==> src/rtl/dds_pkg.sv <==
// Shared definitions for the quarter-wave DDS sequencer: quadrant
// encodings, ROM direction / output polarity constants, default widths
// and small helpers that decode a quadrant into direction and polarity.
package dds_pkg;

  localparam int DEF_ACC_W  = 24;
  localparam int DEF_ADDR_W = 8;
  localparam int DEF_DATA_W = 12;

  typedef enum logic [1:0] {
    Q0 = 2'd0,
    Q1 = 2'd1,
    Q2 = 2'd2,
    Q3 = 2'd3
  } quadrant_t;

  localparam logic FORWARD  = 1'b0;
  localparam logic BACKWARD = 1'b1;
  localparam logic POL_POS  = 1'b0;
  localparam logic POL_NEG  = 1'b1;

  // Odd quadrants read the quarter table mirrored (backward).
  function automatic logic quad_dir(input quadrant_t q);
    return q[0] ? BACKWARD : FORWARD;
  endfunction

  // The second half of the period is the negated first half.
  function automatic logic quad_pol(input quadrant_t q);
    return q[1] ? POL_NEG : POL_POS;
  endfunction

endpackage

==> src/rtl/dds_ftw_sync.sv <==
// Tuning-word holding register. A new word is captured into a pending
// slot and only becomes the active step when the sequencer reports a
// safe point (carry-out while running, idle cycle, or phase load).
module dds_ftw_sync #(
  parameter int W = 24
) (
  input  logic         clk,
  input  logic         rst_n,
  input  logic [W-1:0] ftw_in,
  input  logic         ftw_valid,
  input  logic         commit_ok,
  output logic         ftw_ready,
  output logic [W-1:0] ftw_act
);

  logic         pending;
  logic [W-1:0] ftw_pend;

  // Handshake: a word transfers on a cycle where ftw_valid and ftw_ready
  // are both high. ftw_ready is low while a word is pending; ftw_valid in
  // those cycles is ignored and nothing is captured.
  assign ftw_ready = ~pending;

  // Capture an offered word, then move it to the active slot at a safe point.
  always_ff @(posedge clk or negedge rst_n) begin
    if (!rst_n) begin
      pending  <= 1'b0;
      ftw_pend <= '0;
      ftw_act  <= '0;
    end else if (ftw_valid && !pending) begin
      pending  <= 1'b1;
      ftw_pend <= ftw_in;
    end else if (pending && commit_ok) begin
      pending  <= 1'b0;
      ftw_act  <= ftw_pend;
    end
  end

endmodule

==> src/rtl/dds_quarter_seq.sv <==
// Quarter-wave sine DDS sequencer: phase accumulator, quadrant decode,
// quarter-table addressing and output sign application. The ROM is
// external and answers one cycle after rom_addr.
// Optional build macro DDS_PHASE_DITHER_EN adds LFSR phase dither to the
// address/quadrant derivation only (stored accumulator is unaffected).
module dds_quarter_seq
  import dds_pkg::*;
#(
  parameter int ACC_W  = DEF_ACC_W,
  parameter int ADDR_W = DEF_ADDR_W,
  parameter int DATA_W = DEF_DATA_W
) (
  input  logic              src_clk,
  input  logic              rst_n,
  input  logic              en,
  input  logic [ACC_W-1:0]  ftw_in,
  input  logic              ftw_valid,
  output logic              ftw_ready,
  input  logic              phase_set,
  input  logic [ACC_W-1:0]  phase_off,
  output logic [ADDR_W-1:0] rom_addr,
  input  logic [DATA_W-1:0] rom_data,
  output logic [1:0]        quadrant,
  output logic [DATA_W:0]   sample_out,
  output logic              sample_valid,
  output logic              wrap
);

  // Quadrant bits plus table index taken from the top of the phase.
  localparam int PH_W  = ADDR_W + 2;
  localparam int LOW_W = ACC_W - PH_W;

  logic [ACC_W-1:0]  acc;
  logic [ACC_W-1:0]  ftw_act;
  logic [ACC_W:0]    sum;
  logic              carry;
  logic              commit_ok;
  logic [PH_W-1:0]   phase_hi;
  quadrant_t         q_cur;
  quadrant_t         q_d1;
  quadrant_t         q_d2;
  logic [ADDR_W-1:0] idx;
  logic [ADDR_W-1:0] addr_next;
  logic              v_d1;
  logic              v_d2;

  assign sum   = {1'b0, acc} + {1'b0, ftw_act};
  assign carry = sum[ACC_W];

  // A pending word may only take effect at a carry, an idle cycle or a
  // phase load, so the running waveform never changes step mid-period.
  assign commit_ok = phase_set | ~en | carry;

  dds_ftw_sync #(
    .W (ACC_W)
  ) u_ftw_sync (
    .clk       (src_clk),
    .rst_n     (rst_n),
    .ftw_in    (ftw_in),
    .ftw_valid (ftw_valid),
    .commit_ok (commit_ok),
    .ftw_ready (ftw_ready),
    .ftw_act   (ftw_act)
  );

`ifdef DDS_PHASE_DITHER_EN
  localparam int DITH_W = (LOW_W > 16) ? 16 : LOW_W;

  logic [15:0] lfsr;

  // Galois LFSR (taps 16,14,13,11), stepped once per accumulator advance.
  always_ff @(posedge src_clk or negedge rst_n) begin
    if (!rst_n) begin
      lfsr <= 16'hACE1;
    end else if (en) begin
      lfsr <= {1'b0, lfsr[15:1]} ^ (lfsr[0] ? 16'hB400 : 16'h0000);
    end
  end

  assign phase_hi = PH_W'((acc + ACC_W'(lfsr[DITH_W-1:0])) >> LOW_W);
`else
  assign phase_hi = acc[ACC_W-1 -: PH_W];
`endif

  assign q_cur     = quadrant_t'(phase_hi[PH_W-1 -: 2]);
  assign idx       = phase_hi[ADDR_W-1:0];
  assign addr_next = (quad_dir(q_cur) == BACKWARD) ? ~idx : idx;

  // Accumulator: phase load wins over stepping; wrap flags the carry-out.
  always_ff @(posedge src_clk or negedge rst_n) begin
    if (!rst_n) begin
      acc  <= '0;
      wrap <= 1'b0;
    end else if (phase_set) begin
      acc  <= phase_off;
      wrap <= 1'b0;
    end else if (en) begin
      acc  <= sum[ACC_W-1:0];
      wrap <= carry;
    end else begin
      wrap <= 1'b0;
    end
  end

  // Three-stage sample pipeline: address, ROM wait, signed output.
  always_ff @(posedge src_clk or negedge rst_n) begin
    if (!rst_n) begin
      rom_addr     <= '0;
      q_d1         <= Q0;
      v_d1         <= 1'b0;
      q_d2         <= Q0;
      v_d2         <= 1'b0;
      sample_out   <= '0;
      quadrant     <= 2'd0;
      sample_valid <= 1'b0;
    end else begin
      rom_addr     <= addr_next;
      q_d1         <= q_cur;
      v_d1         <= en | phase_set;
      q_d2         <= q_d1;
      v_d2         <= v_d1;
      sample_out   <= (quad_pol(q_d2) == POL_NEG) ? -{1'b0, rom_data}
                                                  :  {1'b0, rom_data};
      quadrant     <= q_d2;
      sample_valid <= v_d2;
    end
  end

endmodule

==> config.mk <==
export PLATFORM = sky130hd
export DESIGN_NAME = dds_quarter_seq
export DESIGN_NICKNAME = d
export VERILOG_FILES = /design/src/rtl/dds_pkg.sv /design/src/rtl/dds_ftw_sync.sv /design/src/rtl/dds_quarter_seq.sv
export SDC_FILE = /design/constraint.sdc
export NUM_CORES = 1
export LEC_CHECK = 0
export CORE_ASPECT_RATIO = 0.7
export CORE_MARGIN = 2
export CORE_UTILIZATION = 61
export CTS_BUF_LIST = sky130_fd_sc_hd__clkbuf_16
export DETAILED_ROUTE_END_ITERATION = 6
export DONT_BUFFER_PORTS = 1
export PLACE_DENSITY_LB_ADDON = 0.2
export SLEW_MARGIN = 5
export SYNTH_ARGS = -nofsm -noshare
export SYNTH_HDL_FRONTEND = slang
export SYNTH_SLANG_ARGS = --single-unit
==> constraint.sdc <==
create_clock -name src_clk -period 4.1 [get_ports src_clk]
set_clock_uncertainty 0.15 [all_clocks]
set_input_delay 1.23 -clock src_clk [delete_from_list [all_inputs] [get_ports src_clk]]
set_output_delay 1.23 -clock src_clk [all_outputs]
set_load 0.005 [all_outputs]
### Word-level counts from Yosys, hierarchy flattened

Index checks and enable logic that the tools add are counted.

| word-level totals | value |
|---|---|
| register bits after elaboration | 104 |
| output and inout bits | 26 |

| operators by class | value |
|---|---|
| $add $sub $neg | 2 |
| mux-type cells | 10 |
| bitwise gates (word level) | 7 |
| reductions and logical operators | 6 |

Operators with widths:

| operator | count |
|---|---|
| $mux W24 | 2 |
| $add A24 B24 Y25 | 1 |
| $mux W13 | 1 |
| $neg A12 Y13 | 1 |
| $mux W8 | 1 |
| $not A8 Y8 | 1 |
| $mux W1 | 6 |
| $reduce_bool A2 Y1 | 2 |
| $not A1 Y1 | 3 |
| $or A1 B1 Y1 | 3 |
| $logic_and A1 B1 Y1 | 2 |
| $reduce_and A2 Y1 | 1 |
| $logic_not A1 Y1 | 1 |

### Depth between registers and ports, before layout

| depth | value |
|---|---|
| depth in word-level cells | 6 |
| depth in mapped cells | 12 |

### By module

From an unflattened synthesis, not the netlist that was laid out.

| second synthesis, totals | value |
|---|---|
| cells, all modules | 461 |
| area total of the unflattened synthesis | 5318.9 sq um |

Modules (own cells, without submodules):

| module | instances | cells an instance | area each (sq um) | sequential area each (sq um) |
|---|---|---|---|---|
| dds_quarter_seq | 1 | 355 | 3397.0 | 1376.3 |
| dds_ftw_sync | 1 | 106 | 1921.8 | 1226.2 |

### Worst setup path after synthesis

Ideal clock, no wire load.

| timing | value |
|---|---|
| path type | in2reg |
| start point | in rom_data[4] |
| end point | reg sample_out[10] |
| library setup time | 0.080 ns |
| arrival | 2.699 ns |
| required time | 3.870 ns |
| slack | 1.171 ns |
| stages | 5 |
| path buffers | 0 |
| path through | or3_1 -> or3b_1 -> or3_1 -> o31ai_1 -> xnor2_1 |

| on the way | value |
|---|---|
| cells in the longest elaborated chain, start to end | 2 |

RTL lines:

| element | line | text |
|---|---|---|
| start: declaration | dds_quarter_seq.sv:22 | `input logic [DATA_W-1:0] rom_data,` |
| $neg A12 Y13 | dds_quarter_seq.sv:122 | `sample_out <= (quad_pol(q_d2) == POL_NEG) ? -{1'b0, rom_data}` |
| $mux W13 | dds_quarter_seq.sv:122 |  |
| end signal: assignment | dds_quarter_seq.sv:122 |  |
| end: declaration | dds_quarter_seq.sv:24 | `output logic [DATA_W:0] sample_out,` |

Every way passes these cells.
A chain may end at the register's enable or synchronous reset.

### Worst setup path after layout

| timing | value |
|---|---|
| start point | reg acc[0] |
| end point | reg u_ftw_sync.ftw_act[2] |

| on the way | value |
|---|---|
| cells in the longest elaborated chain, start to end | 4 |

RTL lines:

| element | line | text |
|---|---|---|
| start: declaration | dds_quarter_seq.sv:33 | `logic [ACC_W-1:0] acc;` |
| start signal: assignment | dds_quarter_seq.sv:95 | `acc <= phase_off;` |
| start signal: assignment | dds_quarter_seq.sv:98 | `acc <= sum[ACC_W-1:0];` |
| $add A24 B24 Y25 | dds_quarter_seq.sv:47 | `assign sum = {1'b0, acc} + {1'b0, ftw_act};` |
| $or A1 B1 Y1 | dds_quarter_seq.sv:52 | `assign commit_ok = phase_set \| ~en \| carry;` |
| $logic_and A1 B1 Y1 | dds_ftw_sync.sv:33 | `end else if (pending && commit_ok) begin` |
| $reduce_and A2 Y1 (no source line) | -- |  |
| end signal: assignment | dds_ftw_sync.sv:35 | `ftw_act <= ftw_pend;` |
| end: declaration | dds_ftw_sync.sv:13 | `output logic [W-1:0] ftw_act` |

Every way passes these cells.

==> impl_metrics.prom <==
# TYPE chip_impl_metric gauge
chip_impl_info{name="critical_path.reg2reg.startpoint",value="acc[0]"} 1
chip_impl_metric{name="synth_enable_flop_cells",unit=""} 0
chip_impl_metric{name="report.final.slew_viol_count",unit=""} 0
chip_impl_metric{name="hold_violations",unit=""} 0
chip_impl_info{name="timing.hold.worst.class",value="register to register"} 1
chip_impl_metric{name="p_clk_share",unit="%"} 17.6
chip_impl_metric{name="max_freq",unit="GHz"} 0.300
chip_impl_info{name="worstReg2RegEnd",value="u_ftw_sync.ftw_act[2]"} 1
chip_impl_metric{name="report.final.setup_viol",unit=""} 0
chip_impl_info{name="synthTopCellsByArea",value="sky130_fd_sc_hd__dfrtp_1 (48%), sky130_fd_sc_hd__ha_1 (5.8%), sky130_fd_sc_hd__mux2_4 (5.6%)"} 1
chip_impl_metric{name="longest_clk_path_bufs",unit=""} 2
chip_impl_info{name="timing.setup.critical_path_class",value="register to register"} 1
chip_impl_metric{name="async_flop_share",unit="%"} 100
chip_impl_metric{name="row_count",unit=""} 28
chip_impl_metric{name="max_slew.worst_pin.slew",unit="ns"} 0.817
chip_impl_metric{name="timing.final.ws_setup",unit="ns"} 0.770
chip_impl_metric{name="intPower",unit="mW"} 3.24
chip_impl_metric{name="layout-area-overhead-vs-synth",unit="%"} 7.47
chip_impl_metric{name="die_h",unit="µm"} 82.7
chip_impl_metric{name="ir_drop",unit="mV"} 0.458
chip_impl_metric{name="cpPeakStageDelay",unit="ns"} 0.43
chip_impl_metric{name="drt_iter0_markers",unit=""} 278
chip_impl_metric{name="cts_setup_buffers",unit=""} 0
chip_impl_metric{name="worst-r2r-setup-slack",unit="ns"} 0.77
chip_impl_metric{name="seq_power_share",unit="%"} 33.3
chip_impl_info{name="synth_top_flop_cell",value="sky130_fd_sc_hd__dfrtp_1"} 1
chip_impl_metric{name="drt_pass1_iterations",unit=""} 5
chip_impl_metric{name="design.portCount",unit=""} 91
chip_impl_metric{name="pre_cts_slack",unit="ns"} 0.770
chip_impl_info{name="timing.critical_path.cells",value="ha_1 -> inv_1 -> fa_1 -> and2b_1 -> o2111ai_2 -> a21oi_2 -> nor3b_4 -> o31ai_2 -> o211a_1 -> buf_12 -> mux2_1"} 1
chip_impl_metric{name="route.antenna.remaining_nets",unit=""} 0
chip_impl_metric{name="post-synth-top-area-fraction",unit="%"} 48.2
chip_impl_metric{name="route.detailed.vias_per_inst",unit=""} 5.91
chip_impl_info{name="cp-start-kind",value="register"} 1
chip_impl_metric{name="cts_num_sinks",unit=""} 104
chip_impl_metric{name="worst-r2r-cell-count",unit=""} 11
chip_impl_metric{name="number_of_remaining_drc_errors",unit=""} 0
chip_impl_info{name="grt_setup_unrepaired",value="false"} 1
chip_impl_metric{name="power.density_cell_area",unit="nW/µm²"} 923
chip_impl_metric{name="design.die.area",unit="µm²"} 9630
chip_impl_metric{name="grt_pass1_vias",unit=""} 3409
chip_impl_metric{name="cts_resized",unit=""} 0
chip_impl_metric{name="numPortBuffers",unit=""} 0
chip_impl_metric{name="grt.overflow.total",unit=""} 0
chip_impl_metric{name="synth.avg_cell_area",unit="µm²"} 11.2
chip_impl_metric{name="grt.total_usage",unit="%"} 23.5
chip_impl_metric{name="syn-instance-count",unit=""} 482
chip_impl_metric{name="number_of_warnings_printed_during_yosys_synthesis",unit=""} 0
chip_impl_metric{name="cts_hold_repair.buffers",unit=""} 0
chip_impl_metric{name="dp.final_hpwl",unit="µm"} 7780
chip_impl_metric{name="grt_max_degree",unit=""} 105
chip_impl_metric{name="initial_antenna_violation_count",unit=""} 0
chip_impl_info{name="cpMaxStageDelayCell",value="sky130_fd_sc_hd__o211a_1"} 1
chip_impl_metric{name="critical_path_peak_fanout",unit=""} 20
chip_impl_metric{name="report.power.total",unit="mW"} 5.35
chip_impl_metric{name="drv_cap",unit=""} 0
chip_impl_metric{name="synthesis.area",unit="µm²"} 5400
chip_impl_metric{name="max_slew_margin_vs_limit",unit="%"} 45.1
chip_impl_metric{name="post-route-period-util",unit="%"} 81.2
chip_impl_info{name="hold_end",value="q_d2[0]"} 1
chip_impl_metric{name="critPathArrivalTime",unit="ns"} 3.41
chip_impl_metric{name="p_leak",unit="nW"} 2.52
chip_impl_info{name="timing.hold.worst.start",value="q_d1[0]"} 1
chip_impl_metric{name="swShare",unit="%"} 39.4
chip_impl_metric{name="yosys.cell_types.count",unit=""} 58
chip_impl_info{name="cts_tree",value="built"} 1
chip_impl_metric{name="min_delay_path_depth",unit=""} 0
chip_impl_info{name="end_kind",value="register"} 1
chip_impl_metric{name="fin_setup_tns",unit="ns"} 0
chip_impl_metric{name="numCtsBuffers",unit=""} 9
chip_impl_info{name="synth_area_leader_cell",value="sky130_fd_sc_hd__dfrtp_1"} 1
chip_impl_metric{name="comb_power_share",unit="%"} 49.1
chip_impl_metric{name="ff_latch_count_synth",unit=""} 104
chip_impl_metric{name="net-switching-power",unit="mW"} 2.11
chip_impl_metric{name="clock_insertion_delay_worst_skew",unit="ns"} 0.35
chip_impl_metric{name="register_area_share_after_synthesis",unit="%"} 48.2
chip_impl_metric{name="critPathRequiredTime",unit="ns"} 4.18
chip_impl_metric{name="core_area",unit="µm²"} 8510
chip_impl_metric{name="clk_pin_slew_worst_paths",unit="ns"} 0.07
chip_impl_metric{name="drive_gt1_share",unit="%"} 15.3
chip_impl_info{name="root_buffer",value="sky130_fd_sc_hd__clkbuf_16"} 1
chip_impl_metric{name="cts_max_level",unit=""} 3
chip_impl_metric{name="die_width",unit="µm"} 116
chip_impl_metric{name="initial_utilization",unit="%"} 63.4
chip_impl_metric{name="post-route-min-period",unit="ns"} 3.33
chip_impl_metric{name="detailed_place.area",unit="µm²"} 5460
chip_impl_metric{name="fin_nets",unit=""} 564
chip_impl_info{name="outcome",value="finished, final reports clean"} 1
chip_impl_metric{name="gp_congestion",unit=""} 0.879
chip_impl_metric{name="insertedDiodeCount",unit=""} 0
chip_impl_metric{name="syn_nets",unit=""} 573
chip_impl_metric{name="fin_area",unit="µm²"} 5800
chip_impl_metric{name="finalWirelength",unit="µm"} 10600
chip_impl_metric{name="detailroute.via_count",unit=""} 3537
chip_impl_metric{name="first_pass_grt_wire_length",unit="µm"} 17200
chip_impl_metric{name="wl_per_cell",unit="µm"} 17.7
critical path, delay by kind of cell (launching register included):
kind	cells	cell delay, ns
multiplexers	1	0.34
adder cells (fa/ha/maj)	2	0.58
AO/OA/AOI/OAI	4	1.15
buffers and inverters	2	0.32
AND/OR/NAND/NOR	2	0.31
flip-flops	1	0.35
cell usage after synthesis, types with 3 or more instances:
master                     number
sky130_fd_sc_hd__a211oi_1       4
sky130_fd_sc_hd__a21o_1         5
sky130_fd_sc_hd__a21oi_1       34
sky130_fd_sc_hd__a31oi_1        3
sky130_fd_sc_hd__and3_1         3
sky130_fd_sc_hd__buf_1          4
sky130_fd_sc_hd__clkbuf_1      14
sky130_fd_sc_hd__dfrtp_1      104
sky130_fd_sc_hd__ha_1          25
sky130_fd_sc_hd__inv_1         18
sky130_fd_sc_hd__mux2_1         4
sky130_fd_sc_hd__mux2_2        25
sky130_fd_sc_hd__mux2_4        20
sky130_fd_sc_hd__mux2i_1        8
sky130_fd_sc_hd__nand2_1       36
sky130_fd_sc_hd__nand3_1        8
sky130_fd_sc_hd__nand4_1        9
sky130_fd_sc_hd__nor2_1        19
sky130_fd_sc_hd__nor2b_1        6
sky130_fd_sc_hd__nor3b_1        9
sky130_fd_sc_hd__o211ai_1       3
sky130_fd_sc_hd__o21a_1         4
sky130_fd_sc_hd__o21ai_0       17
sky130_fd_sc_hd__o21ai_1       16
sky130_fd_sc_hd__o21bai_1       3
sky130_fd_sc_hd__o31ai_1        7
sky130_fd_sc_hd__or3_1          3
sky130_fd_sc_hd__xnor2_1       20
sky130_fd_sc_hd__xor2_1        13
worst max path at each step:
stage | startpoint | slack, ns | endpoint | cells past startpoint
6_report | acc[0] | 0.77 | u_ftw_sync.ftw_act[2] | 11
5_1_grt | acc[0] | 0.56 | u_ftw_sync.ftw_act[2] | 11
4_1_cts | acc[0] | 0.74 | u_ftw_sync.ftw_act[2] | 11
3_5_place_dp | acc[0] | 0.77 | u_ftw_sync.ftw_act[2] | 11
3_3_place_gp | acc[0] | 0.86 | u_ftw_sync.ftw_act[0] | 11
2_1_floorplan | rom_data[4] | 1.17 | sample_out[10] | 5
stage by stage:
step | util, % | cells | hold slack [ns]
2_1_floorplan | - | 482 | 0.181
3_3_place_gp | 64.1 | 582 | 0.183
3_5_place_dp | 64.1 | 582 | 0.185
4_1_cts | 68.1 | 598 | 0.203
5_1_grt | 68.1 | 598 | 0.204
6_report | 68.1 | 598 | 0.202
per-layer routing:
| layer | vias to the layer above | GRT usage, % | routed length (µm) |
|---|---|---|---|
| met4 | 0 | 8.10 | 192 |
| met5 | - | 0 | 0 |
| li1 | 1709 | - | - |
| met1 | 1707 | 31.9 | 4950 |
| met3 | 14 | 6.20 | 624 |
| met2 | 107 | 37.0 | 4810 |
state kept, by name (all words and copies together), names as in the netlist:
name	count
v_d2	1
acc	24
sample_out	13
u_ftw_sync.ftw_act	24
q_d1	2
quadrant	2
u_ftw_sync.pending	1
wrap	1
q_d2	2
u_ftw_sync.ftw_pend	24
sample_valid	1
rom_addr	8
v_d1	1
kinds of logic after synthesis:
family          count (synthesis)  share of synthesized area [%]
simple gates                  106                           10.1
compound gates                115                           13.5
flops                         104                           48.2
fa+ha+maj                      26                           6.17
mux                            57                           13.1
buf+inv                        41                           3.55
xor+xnor                       33                           5.36
layout make-up:
class                      instances  area, µm²
multi-input combinational        337       2610
inverter                          18       67.6
fill                             660       2710
clock inverter                     7        114
clock buffer                       9        225
sequential                       104       2600
tap                              120        150
timing repair buffer               3       35.0
cells in the final DEF (no fill, tap or decap), types with 13 or more instances in the layout:
cell and n:
sky130_fd_sc_hd__dfrtp_1 104, sky130_fd_sc_hd__nand2_1 36, sky130_fd_sc_hd__a21oi_1 34, sky130_fd_sc_hd__mux2_2 25
sky130_fd_sc_hd__ha_1 25, sky130_fd_sc_hd__xnor2_1 20, sky130_fd_sc_hd__mux2_4 20, sky130_fd_sc_hd__nor2_1 19
sky130_fd_sc_hd__inv_1 18, sky130_fd_sc_hd__o21ai_0 17, sky130_fd_sc_hd__o21ai_1 16, sky130_fd_sc_hd__xor2_1 13
power groups by stage:
stage / clock network, mW / registers, mW / logic, mW
after floorplan: 0 / 1.67 / 2.20
after global placement: 0 / 1.79 / 2.53
after detailed placement: 0 / 1.80 / 2.59
after CTS: 0.967 / 1.79 / 2.61
after global routing: 1.02 / 1.85 / 2.90
final: 0.942 / 1.78 / 2.63
Power figures use the tool's default switching activity.
